--- src/rtl/vga_pkg.sv ---
// Shared types and default 640x480@60 timing for the VGA raster generator family.
package vga_pkg;

   typedef enum logic [1:0] {
      IDLE  = 2'd0,
      RUN   = 2'd1,
      DRAIN = 2'd2
   } vga_state_t;

   typedef struct packed {
      int unsigned active;
      int unsigned fp;
      int unsigned sync;
      int unsigned bp;
   } vga_timing_t;

   localparam int unsigned DEF_H_ACTIVE = 640;
   localparam int unsigned DEF_H_FP     = 16;
   localparam int unsigned DEF_H_SYNC   = 96;
   localparam int unsigned DEF_H_BP     = 48;
   localparam int unsigned DEF_V_ACTIVE = 480;
   localparam int unsigned DEF_V_FP     = 10;
   localparam int unsigned DEF_V_SYNC   = 2;
   localparam int unsigned DEF_V_BP     = 33;
   localparam int unsigned DEF_FC_W     = 16;

   localparam vga_timing_t VGA_640X480_H = '{DEF_H_ACTIVE, DEF_H_FP, DEF_H_SYNC, DEF_H_BP};
   localparam vga_timing_t VGA_640X480_V = '{DEF_V_ACTIVE, DEF_V_FP, DEF_V_SYNC, DEF_V_BP};

   function automatic int unsigned timing_total(vga_timing_t t);
      return t.active + t.fp + t.sync + t.bp;
   endfunction

endpackage

--- src/rtl/vga_axis_timer.sv ---
// One raster axis: wrapping position counter with sync decode registered from the next count,
// so the sync output lines up with the count it describes.
module vga_axis_timer
   import vga_pkg::*;
#(
   parameter int unsigned ACTIVE = DEF_H_ACTIVE,
   parameter int unsigned FP     = DEF_H_FP,
   parameter int unsigned SYNC   = DEF_H_SYNC,
   parameter int unsigned BP     = DEF_H_BP,
   parameter bit          POL    = 1'b0,
   localparam vga_timing_t TIMING = '{ACTIVE, FP, SYNC, BP},
   localparam int unsigned TOTAL  = timing_total(TIMING),
   localparam int unsigned W      = $clog2(TOTAL)
)(
   input  logic         clk,
   input  logic         reset_n,
   input  logic         inc,
   input  logic         clr,
   output logic [W-1:0] count,
   output logic [W-1:0] next_count,
   output logic         active_next,
   output logic         sync,
   output logic         wrap
);

   localparam logic [W-1:0] LAST       = W'(TOTAL - 1);
   localparam logic [W-1:0] ACTIVE_END = W'(ACTIVE);
   localparam logic [W-1:0] SYNC_START = W'(ACTIVE + FP);
   localparam logic [W-1:0] SYNC_END   = W'(ACTIVE + FP + SYNC);

   always_comb begin
      wrap = inc && (count == LAST);
      if (clr) begin
         next_count = '0;
      end else if (wrap) begin
         next_count = '0;
      end else if (inc) begin
         next_count = count + 1'b1;
      end else begin
         next_count = count;
      end
   end

   assign active_next = (next_count < ACTIVE_END);

   always_ff @(posedge clk or negedge reset_n) begin
      if (!reset_n) begin
         count <= '0;
         sync  <= ~POL;
      end else begin
         count <= next_count;
         sync  <= ((next_count >= SYNC_START) && (next_count < SYNC_END)) ? POL : ~POL;
      end
   end

endmodule

--- src/rtl/vga_timing_gen.sv ---
// Parametrised VGA raster timing generator driven by a pixel clock-enable, with run/stop control
// that always lets a started frame finish before going idle.
module vga_timing_gen
   import vga_pkg::*;
#(
   parameter int unsigned H_ACTIVE = DEF_H_ACTIVE,
   parameter int unsigned H_FP     = DEF_H_FP,
   parameter int unsigned H_SYNC   = DEF_H_SYNC,
   parameter int unsigned H_BP     = DEF_H_BP,
   parameter int unsigned V_ACTIVE = DEF_V_ACTIVE,
   parameter int unsigned V_FP     = DEF_V_FP,
   parameter int unsigned V_SYNC   = DEF_V_SYNC,
   parameter int unsigned V_BP     = DEF_V_BP,
   parameter bit          HS_POL   = 1'b0,
   parameter bit          VS_POL   = 1'b0,
   parameter int unsigned FC_W     = DEF_FC_W,
   localparam int unsigned H_TOTAL = H_ACTIVE + H_FP + H_SYNC + H_BP,
   localparam int unsigned V_TOTAL = V_ACTIVE + V_FP + V_SYNC + V_BP,
   localparam int unsigned XW      = $clog2(H_TOTAL),
   localparam int unsigned YW      = $clog2(V_TOTAL)
)(
   input  logic            clk,
   input  logic            reset_n,
   input  logic            pix_ce,
   input  logic            run,
   output logic [XW-1:0]   x,
   output logic [YW-1:0]   y,
   output logic            hsync,
   output logic            vsync,
   output logic            de,
   output logic            line_start,
   output logic            frame_start,
   output logic [FC_W-1:0] frame_cnt,
   output logic            busy
);

   if (H_ACTIVE == 0 || H_FP == 0 || H_SYNC == 0 || H_BP == 0 ||
       V_ACTIVE == 0 || V_FP == 0 || V_SYNC == 0 || V_BP == 0 || FC_W < 1) begin : g_param_check
      $error("vga_timing_gen: timing parameters must be nonzero and FC_W must be at least 1");
   end

   vga_state_t    state;
   vga_state_t    state_next;
   logic          h_inc;
   logic          ctr_clr;
   logic          h_wrap;
   logic          v_wrap;
   logic [XW-1:0] h_next;
   logic [YW-1:0] v_next;
   logic          h_active_next;
   logic          v_active_next;

   // Counters only move while a frame is in flight; IDLE pins them at the origin.
   assign h_inc   = pix_ce && (state != IDLE);
   assign ctr_clr = pix_ce && (state == IDLE);

   vga_axis_timer #(
      .ACTIVE(H_ACTIVE), .FP(H_FP), .SYNC(H_SYNC), .BP(H_BP), .POL(HS_POL)
   ) u_h_timer (
      .clk(clk), .reset_n(reset_n), .inc(h_inc), .clr(ctr_clr),
      .count(x), .next_count(h_next), .active_next(h_active_next),
      .sync(hsync), .wrap(h_wrap)
   );

   vga_axis_timer #(
      .ACTIVE(V_ACTIVE), .FP(V_FP), .SYNC(V_SYNC), .BP(V_BP), .POL(VS_POL)
   ) u_v_timer (
      .clk(clk), .reset_n(reset_n), .inc(h_wrap), .clr(ctr_clr),
      .count(y), .next_count(v_next), .active_next(v_active_next),
      .sync(vsync), .wrap(v_wrap)
   );

   // v_wrap marks the last pixel of the frame being consumed on this pix_ce.
   always_comb begin
      state_next = state;
      if (pix_ce) begin
         case (state)
            IDLE:    if (run) state_next = RUN;
            RUN:     if (!run) state_next = v_wrap ? IDLE : DRAIN;
            DRAIN: begin
               if (run) begin
                  state_next = RUN;
               end else if (v_wrap) begin
                  state_next = IDLE;
               end
            end
            default: state_next = IDLE;
         endcase
      end
   end

   always_ff @(posedge clk or negedge reset_n) begin
      if (!reset_n) begin
         state <= IDLE;
      end else begin
         state <= state_next;
      end
   end

   // Qualifiers are decoded from the next position and state so they land with x,y.
   always_ff @(posedge clk or negedge reset_n) begin
      if (!reset_n) begin
         de          <= 1'b0;
         line_start  <= 1'b0;
         frame_start <= 1'b0;
         busy        <= 1'b0;
         frame_cnt   <= '0;
      end else if (pix_ce) begin
         de          <= h_active_next && v_active_next && (state_next == RUN);
         line_start  <= (h_next == '0) && (state_next == RUN);
         frame_start <= (h_next == '0) && (v_next == '0) && (state_next == RUN);
         busy        <= (state_next != IDLE);
         if (v_wrap) begin
            frame_cnt <= frame_cnt + 1'b1;
         end
      end
   end

endmodule

--- config.mk ---
export PLATFORM = sky130hd
export DESIGN_NAME = vga_timing_gen
export DESIGN_NICKNAME = d
export VERILOG_FILES = /design/src/rtl/vga_pkg.sv /design/src/rtl/vga_axis_timer.sv /design/src/rtl/vga_timing_gen.sv
export SDC_FILE = /design/constraint.sdc
export NUM_CORES = 1
export LEC_CHECK = 0
export BUFFER_PORTS_ARGS = -buffer_cell sky130_fd_sc_hd__buf_2
export CORE_UTILIZATION = 56
export CTS_CLUSTER_DIAMETER = 120
export DETAILED_ROUTE_END_ITERATION = 10
export PLACE_DENSITY_LB_ADDON = 0.08
export SLEW_MARGIN = 5
export SYNTH_ARGS = -nofsm -noshare
export SYNTH_HDL_FRONTEND = slang
export SYNTH_SLANG_ARGS = --single-unit
--- constraint.sdc ---
create_clock -name clk -period 2.9 [get_ports clk]
set_input_delay 0.29 -clock clk [delete_from_list [all_inputs] [get_ports clk]]
set_output_delay 0.29 -clock clk [all_outputs]
set_load 0.05 [all_outputs]
After elaboration in Yosys (flattened, before gate mapping)
Index checks and enable logic that the tools add are counted.
{"block": "classes", "n_eq_ne": 5, "addsub": 3, "n_reduce_logical": 17, "magnitude_cmp": 6, "n_mux": 15}
{"op": "$mux W10", "n": 6}
{"op": "$add A10 B1 Y10 const B", "n": 2}
{"op": "$eq A10 B10 Y1 const B", "n": 2}
{"op": "$logic_not A10 Y1", "n": 2}
{"op": "$lt A10 B10 Y1 const B", "n": 2}
{"op": "$lt A10 B9 Y1 const B", "n": 2}
{"op": "$add A16 B1 Y16 const B", "n": 1}
{"op": "$mux W2", "n": 6}
{"op": "$logic_and A1 B1 Y1", "n": 11}
{"op": "$ge A10 B10 Y1 const B", "n": 1}
{"op": "$ge A10 B9 Y1 const B", "n": 1}
{"op": "$pmux W2 S3", "n": 1}
{"op": "$eq A2 B1 Y1 const B", "n": 2}
{"op": "$reduce_bool A2 Y1", "n": 2}
{"op": "$eq A2 B2 Y1 const B", "n": 1}
{"op": "$logic_not A2 Y1", "n": 1}
{"op": "$mux W1", "n": 2}
{"op": "$reduce_and A2 Y1", "n": 1}
{"block": "totals", "word_cells": 56, "out_inout_bits": 42, "reg_bits": 44, "in_bits": 4}

Longest topological paths before layout
Gate-level depths: netlist of the first run.
{"block": "logic_depth", "ltp_word": 10, "ltp_mapped": 9, "ltp_nobuf": 7}

Hierarchy
Synthesis of the first run repeated with hierarchy kept, for this count alone.
{"block": "hier_totals", "hier_cells": 252, "hier_area_um2": 2547.4}
{"module": "vga_timing_gen", "cells_per_inst": 102, "instances": 1, "area_each_um2": 1101.1}
{"module": "vga_axis_timer at u_h_timer", "cells_per_inst": 80, "instances": 1, "area_each_um2": 762.0}
{"module": "vga_axis_timer at u_v_timer", "cells_per_inst": 70, "instances": 1, "area_each_um2": 684.4}

Worst setup path before layout of the first run
OpenSTA, ideal clock, no wires.
{"block": "synth_path", "path_kind": "register to register", "start": "register u_h_timer.count[0]", "end": "register u_v_timer.sync", "slack_ps": 281, "period_less_slack_ps": 2619, "path_buffers": 0, "arrival_ps": 2525, "stages_incl_launch_ff": 8, "required_ps": 2806, "cell_sequence": "dfrtp_1 > ha_1 > o211ai_4 > nor3_4 > and4_1 > nor2_1 > or3_1 > or4b_1"}
{"block": "synth_between", "elab_chain_cells": 8, "elab_cells_between_ends": 10, "classes_between": "2 x order compare; 1 x eq/ne; 4 x mux; 3 x reduce/logical"}
{"element": "from (decl)", "line_no": "vga_axis_timer.sv:19", "source": "output logic [W-1:0] count,"}
{"element": "from (signal assigned)", "line_no": "vga_axis_timer.sv:51", "source": "count <= next_count;"}
{"element": "$eq A10 B10 Y1 (*)", "line_no": "vga_axis_timer.sv:32", "source": "wrap = inc && (count == LAST);"}
{"element": "$logic_and A1 B1 Y1 (*)", "line_no": "vga_axis_timer.sv:32"}
{"element": "$mux W10 / $logic_and A1 B1 Y1 (equally long branches)", "line_no": "vga_axis_timer.sv:37, vga_axis_timer.sv:32"}
{"element": "$mux W10 (*)", "line_no": "vga_axis_timer.sv:35", "source": "end else if (wrap) begin"}
{"element": "$mux W10 (*)", "line_no": "vga_axis_timer.sv:33", "source": "if (clr) begin"}
{"element": "$ge A10 B9 Y1 / $lt A10 B9 Y1 (equally long branches)", "line_no": "vga_axis_timer.sv:52", "source": "sync <= ((next_count >= SYNC_START) && (next_count < SYNC_END)) ? POL : ~POL;"}
{"element": "$logic_and A1 B1 Y1 (*)", "line_no": "vga_axis_timer.sv:52"}
{"element": "$mux W1 (*)", "line_no": "vga_axis_timer.sv:52"}
{"element": "to (signal assigned)", "line_no": "vga_axis_timer.sv:49", "source": "sync <= ~POL;"}
{"element": "to (signal assigned)", "line_no": "vga_axis_timer.sv:52"}
{"element": "to (decl)", "line_no": "vga_axis_timer.sv:22", "source": "output logic sync,"}
Mark *: on every way between the ends. The rest lies on a longest branch, timed or not.
A chain may end at the register's enable or synchronous reset.

Worst setup path after layout of the first run
Ends and elaborated chain as after synthesis.

==> flow_metrics.env, run 1 <==
export IMPL_outcome="completed"
export IMPL_rsz0062_at_grt="false"
export IMPL_max_cap_viol_count=0
export IMPL_initial_core_util_pct=58.4
export IMPL_startpoint_type="flip-flop"
export IMPL_grt_pass1_wl_um=9080
export IMPL_die_area_um2=4820
export IMPL_grt_overflow=0
export IMPL_layout_drive_gt1_share_pct=21.9
export IMPL_netlist_top_cell_by_area="dfrtp_1"
export IMPL_cp_required_ps=3120
export IMPL_r2r_start="u_h_timer.count[0]"
export IMPL_ctsResizeCount=0
export IMPL_reg2reg_to="u_v_timer.sync"
export IMPL_ys_ff_latch=44
export IMPL_utilization_pct=65.5
export IMPL_die_y_um=69.4
export IMPL_grt_max_degree=45
export IMPL_cts_buffers=5
export IMPL_setup_tns_ps=0
export IMPL_rows=24
export IMPL_synth_common_cells="42 x dfrtp_1, 35 x nor2_1, 18 x xor2_1"
export IMPL_syn2layout_area_growth_pct=12.0
export IMPL_clk_pin_slew_ps=90
export IMPL_post_drt_via_cell_ratio=5.88
export IMPL_crit_chain="ha_1 -> o211a_1 -> and3_1 -> nand3_1 -> xor2_1 -> nor4_1 -> or4b_1"
export IMPL_io_pins=46
export IMPL_synthFlopType="dfrtp_1"
export IMPL_cts_path_max_buffers=2
export IMPL_critical_path_buf_inv_count=0
export IMPL_path_class="reg -> reg"
export IMPL_cts_sinks=44
export IMPL_n_antenna_cell=0
export IMPL_finalHoldViolCount=0
export IMPL_cts_root_buffer="clkbuf_8"
export IMPL_path_max_fanout=6
export IMPL_routedWlPerCell_um=15.3
export IMPL_grt_usage_pct=24.0
export IMPL_routed_wl_um=5560
export IMPL_reg2reg_slack_ps=390
export IMPL_synthCells=268
export IMPL_cp_endpoint="u_v_timer.sync"
export IMPL_finalSetupViolations=0
export IMPL_critPathTopFamily="simple AND/OR/NAND/NOR gates"
export IMPL_synth_nets=276
export IMPL_power_density_nw_per_um2=467
export IMPL_syn_area_um2=2540
export IMPL_insertion_delay_ps=300
export IMPL_cts_max_level=2
export IMPL_yosysWarnings=0
export IMPL_first_global_vias=1889
export IMPL_fp_dieW_um=69.4
export IMPL_synth_most_common_cell="dfrtp_1"
export IMPL_dr_first_iter_drc_count=148
export IMPL_hold_path_class="in -> async"
export IMPL_core_area_um2=4350
export IMPL_cts_tree="built"
export IMPL_max_freq_ghz=0.399
export IMPL_netlist_area_leader_share_pct=41.3
export IMPL_whs_ps=135
export IMPL_dp_hpwl_um=3960
export IMPL_power_w=0.00133
export IMPL_finalCritPeriodShare_pct=86.5
export IMPL_synth_top_cells_by_area="dfrtp_1 41%, xor2_1 6.2%, nor2_1 5.2%, xnor2_1 4.8%, nand3_1 2.9%"
export IMPL_ant_nets=0
export IMPL_port_buffers=45
export IMPL_vias=2135
export IMPL_drtPass1Iterations=4
export IMPL_postCtsHoldBufs=0
export IMPL_final_max_slew_viol_count=0
export IMPL_crit_arrival_ps=2730
export IMPL_synth_edff_count=0
export IMPL_tightest_slew_ps=968
export IMPL_clock_skew_ps=3.84
export IMPL_seq_area_frac_synth_pct=43.4
export IMPL_fin_nets=318
export IMPL_cts_setup_buffers=0
export IMPL_avgSynthCellArea_um2=9.50
export IMPL_ir_worst_vdd_uv=379
export IMPL_yosysUniqueCellTypes=57
export IMPL_relSlewSlack_pct=35.5
export IMPL_startpoint="u_h_timer.count[0]"
export IMPL_cpMaxStageDelayCell="or4b_1"
export IMPL_fin_crit_ps=2510
export IMPL_async_flop_share_pct=100
export IMPL_leakage_nw=1.40
export IMPL_cpPeakStageDelay_ps=470
export IMPL_antenna_found_initial=0
export IMPL_route_detailed_drc=0
export IMPL_r2r_cells=7
export IMPL_crit_cells=7
export IMPL_place_congestion=0.889
export IMPL_endpoint_kind="flip-flop"
-- how the worst min path moves through the flow --
stage | startpoint | end | slack (ps) | cells after the start
after global placement | frame_cnt[15] | frame_cnt[15] | 450 | 1
after detailed placement | frame_cnt[15] | frame_cnt[15] | 460 | 1
after global routing | run | state[1] | 210 | 2
after floorplan | reset_n | busy | -6 | 0
final | reset_n | u_v_timer.count[5] | 130 | 1
after CTS | reset_n | u_h_timer.count[1] | 170 | 1
-- cell usage in the layout (no fill, tap or decap), types with 3 or more instances in the layout --
cell type  instances
nand2_1           17
and3_1             7
o21ai_0            9
a21oi_1            9
or3_1              3
nor3_1             5
inv_1             13
clkbuf_8           5
nor4_1             3
nand3_1           15
nand4_1           11
nor2_1            35
dfrtp_1           42
xor2_1            18
xnor2_1           14
nand2b_1           3
buf_2             45
ha_1               4
and2_1             3
-- worst register-to-register path, stage by stage, from the launching register on --
cell and delay (ps):
dfrtp_1 440, ha_1 300, o211a_1 280, and3_1 290
nand3_1 120, xor2_1 160, nor4_1 360, or4b_1 470
-- registers in the layout, indices dropped and copies added (netlist names) --
name             flops
line_start           1
u_v_timer.sync       1
u_h_timer.count     10
de                   1
frame_start          1
state                2
busy                 1
u_v_timer.count     10
frame_cnt           16
u_h_timer.sync       1
-- metrics by stage --
step | cell area (um^2) | setup slack (ps) | cells
4_1_cts | 2850 | 388 | 363
2_1_floorplan | 2540 | 281 | 268
3_5_place_dp | 2770 | 417 | 355
3_3_place_gp | 2770 | 477 | 355
6_report | 2850 | 392 | 363
5_1_grt | 2850 | 197 | 363
-- area by class of cell --
class	instances	area, um^2
Inverter	13	48.8
Timing Repair Buffer	47	240
Tap cell	52	65.1
Sequential cell	44	1100
Clock buffer	6	72.6
Clock inverter	2	12.5
Fill cell	383	1500
Multi-Input combinational cell	199	1310
-- kinds of logic (layout without fill, tap and decap cells) --
family                   count (synthesis)  in the layout  share of synthesized area, %
XOR/XNOR                                32             32                          11.0
adder cells (fa/ha/maj)                  4              4                          1.97
buffers and inverters                   25             68                          5.26
AO/OA/AOI/OAI                           41             41                          11.8
multiplexers                             2              2                         0.836
flip-flops                              44             44                          43.4
AND/OR/NAND/NOR                        120            120                          25.7
-- report_power, final --
group / leakage [nW] / internal, W / switching, W
Combinational: 0.776 / 0.0000696 / 0.000188
Sequential: 0.586 / 0.000644 / 0.0000418
Clock: 0.0412 / 0.000169 / 0.000219
Total: 1.40 / 0.000882 / 0.000449
-- routing by layer --
layer	up-vias	routed length, um	GRT usage [%]
li1	1025	-	-
met4	0	89	9.30
met2	55	2600	35.4
met5	-	0	0
met1	1048	2620	34.2
met3	7	249	5.81
(Power assumes the default switching activity.)
==> inputs of run 2 (changes only) <==
--- a/config.mk
+++ b/config.mk
@@ -9,7 +9,9 @@
 export CORE_UTILIZATION = 56
 export CTS_CLUSTER_DIAMETER = 120
 export DETAILED_ROUTE_END_ITERATION = 10
-export PLACE_DENSITY_LB_ADDON = 0.08
+export PLACE_DENSITY = 0.91
+export REMOVE_ABC_BUFFERS = 1
+export SKIP_CTS_REPAIR_TIMING = 1
 export SLEW_MARGIN = 5
 export SYNTH_ARGS = -nofsm -noshare
 export SYNTH_HDL_FRONTEND = slang
==> flow_metrics.env, run 2 (synthesis gave the netlist of run 1 again) <==
export IMPL_fp_dieW_um=69.4
export IMPL_leakage_nw=1.42
export IMPL_layout_drive_gt1_share_pct=22.2
export IMPL_grt_usage_pct=25.8
export IMPL_startpoint_type="flip-flop"
export IMPL_max_freq_ghz=0.396
export IMPL_drtPass1Iterations=5
export IMPL_cts_tree="built"
export IMPL_n_antenna_cell=0
export IMPL_dp_cells=355
export IMPL_cts_path_max_buffers=2
export IMPL_first_global_vias=2145
export IMPL_reg_top3="frame_cnt x16, u_h_timer.count x10, u_v_timer.count x10"
export IMPL_routedWlPerCell_um=16.3
export IMPL_top_register="frame_cnt"
export IMPL_clock_skew_ps=6.20
export IMPL_routed_wl_um=5910
export IMPL_layout_cells_non_filler=363
export IMPL_rsz0062_at_grt="false"
export IMPL_largest_reg_flops=16
export IMPL_reg2reg_slack_ps=370
export IMPL_comb_power_share_pct=18.3
export IMPL_power_density_nw_per_um2=506
export IMPL_p_switching_w=0.000467
export IMPL_crit_arrival_ps=2760
export IMPL_ir_worst_vdd_uv=507
export IMPL_hold_path_class="in -> async"
export IMPL_endpoint_kind="flip-flop"
export IMPL_path_class="reg -> reg"
export IMPL_rows=24
export IMPL_power_frac_seq_pct=47.1
export IMPL_relSlewSlack_pct=37.6
export IMPL_clk_pin_slew_ps=90
export IMPL_final_max_slew_viol_count=0
export IMPL_power_w=0.00146
export IMPL_finalCritPeriodShare_pct=87.2
export IMPL_finalSetupViolations=0
export IMPL_fill_cells=343
export IMPL_post_drt_via_cell_ratio=6.18
export IMPL_route_detailed_drc=0
export IMPL_fin_crit_ps=2530
export IMPL_layout_common_cells="45 x buf_2, 42 x dfrtp_1, 35 x nor2_1"
export IMPL_syn2layout_area_growth_pct=13.4
export IMPL_place_congestion=0.995
export IMPL_grt_overflow=0
export IMPL_die_area_um2=4820
export IMPL_grt_max_degree=45
export IMPL_finalHoldViolCount=0
export IMPL_p_int_w=0.000995
export IMPL_fin_nets=318
export IMPL_path_max_fanout=6
export IMPL_insertion_delay_ps=310
export IMPL_outcome="completed"
export IMPL_initial_core_util_pct=58.4
export IMPL_tightest_slew_ps=937
export IMPL_final_common_cell="buf_2"
export IMPL_dr_first_iter_drc_count=180
export IMPL_setup_tns_ps=0
export IMPL_io_pins=46
export IMPL_dp_hpwl_um=4090
export IMPL_core_area_um2=4350
export IMPL_grt_pass1_wl_um=9810
export IMPL_max_cap_viol_count=0
export IMPL_die_y_um=69.4
export IMPL_cts_buffers=5
export IMPL_antenna_found_initial=0
export IMPL_p_clk_share_pct=34.6
export IMPL_cts_max_level=2
export IMPL_whs_ps=114
export IMPL_ant_nets=0
export IMPL_swShare_pct=31.9
export IMPL_port_buffers=45
export IMPL_cp_required_ps=3130
export IMPL_cts_root_buffer="clkbuf_8"
export IMPL_vias=2242
export IMPL_cts_sinks=44
## run 2: final timing paths
path | depth (start not counted) | to | startpoint
hold reg to reg | 1 | frame_cnt[15] | frame_cnt[15]
min in group clk | 2 | state[1] | run
setup reg to reg | 7 | u_v_timer.sync | u_h_timer.count[0]
setup / recovery | 7 | u_v_timer.sync | u_h_timer.count[0]
hold / removal | 1 | frame_cnt[15] | reset_n
max in group asynchronous | 1 | frame_cnt[4] | reset_n
## run 2: area by class of cell
cell class                 count  area (um^2)  area share [%]
timing repair buffer          47          240            8.32
inverter                      13         48.8            1.69
tap                           52         65.1            2.25
clock buffer                   6         82.6            2.86
multi-input combinational    199         1310            45.3
clock inverter                 2         38.8            1.34
sequential                    44         1100            38.2
## run 2: worst max-delay path, stage by stage, from the launching register on
cell	delay, ps
dfrtp_1	420
ha_1	300
o211a_1	290
and3_1	290
nand3_1	120
xor2_1	170
nor4_1	390
or4b_1	470
## run 2: layer usage
| metal | vias to the layer above | part of all wire, % | GRT usage [%] |
|---|---|---|---|
| met1 | 1080 | 42 | 32.8 |
| met2 | 107 | 49 | 40.8 |
| li1 | 1030 | - | - |
| met4 | 0 | 3.4 | 13.4 |
| met5 | - | 0 | 0 |
| met3 | 25 | 5.8 | 6.25 |
## run 2: through the flow
step | util [%] | setup slack [ps] | area (um^2)
2_1_floorplan | - | 125 | 2460
3_3_place_gp | 63.5 | 497 | 2770
3_5_place_dp | 63.5 | 414 | 2770
4_1_cts | 66.3 | 392 | 2890
5_1_grt | 66.3 | 205 | 2890
6_report | 66.3 | 372 | 2890
## run 2: power by group through the flow
stage	Sequential [W]	Combinational (W)	Clock (W)
after detailed placement	0.000698	0.000260	0
after global routing	0.000693	0.000285	0.000550
after floorplan	0.000786	0.0000944	0
after global placement	0.000694	0.000259	0
after CTS	0.000687	0.000266	0.000514
final	0.000689	0.000267	0.000507
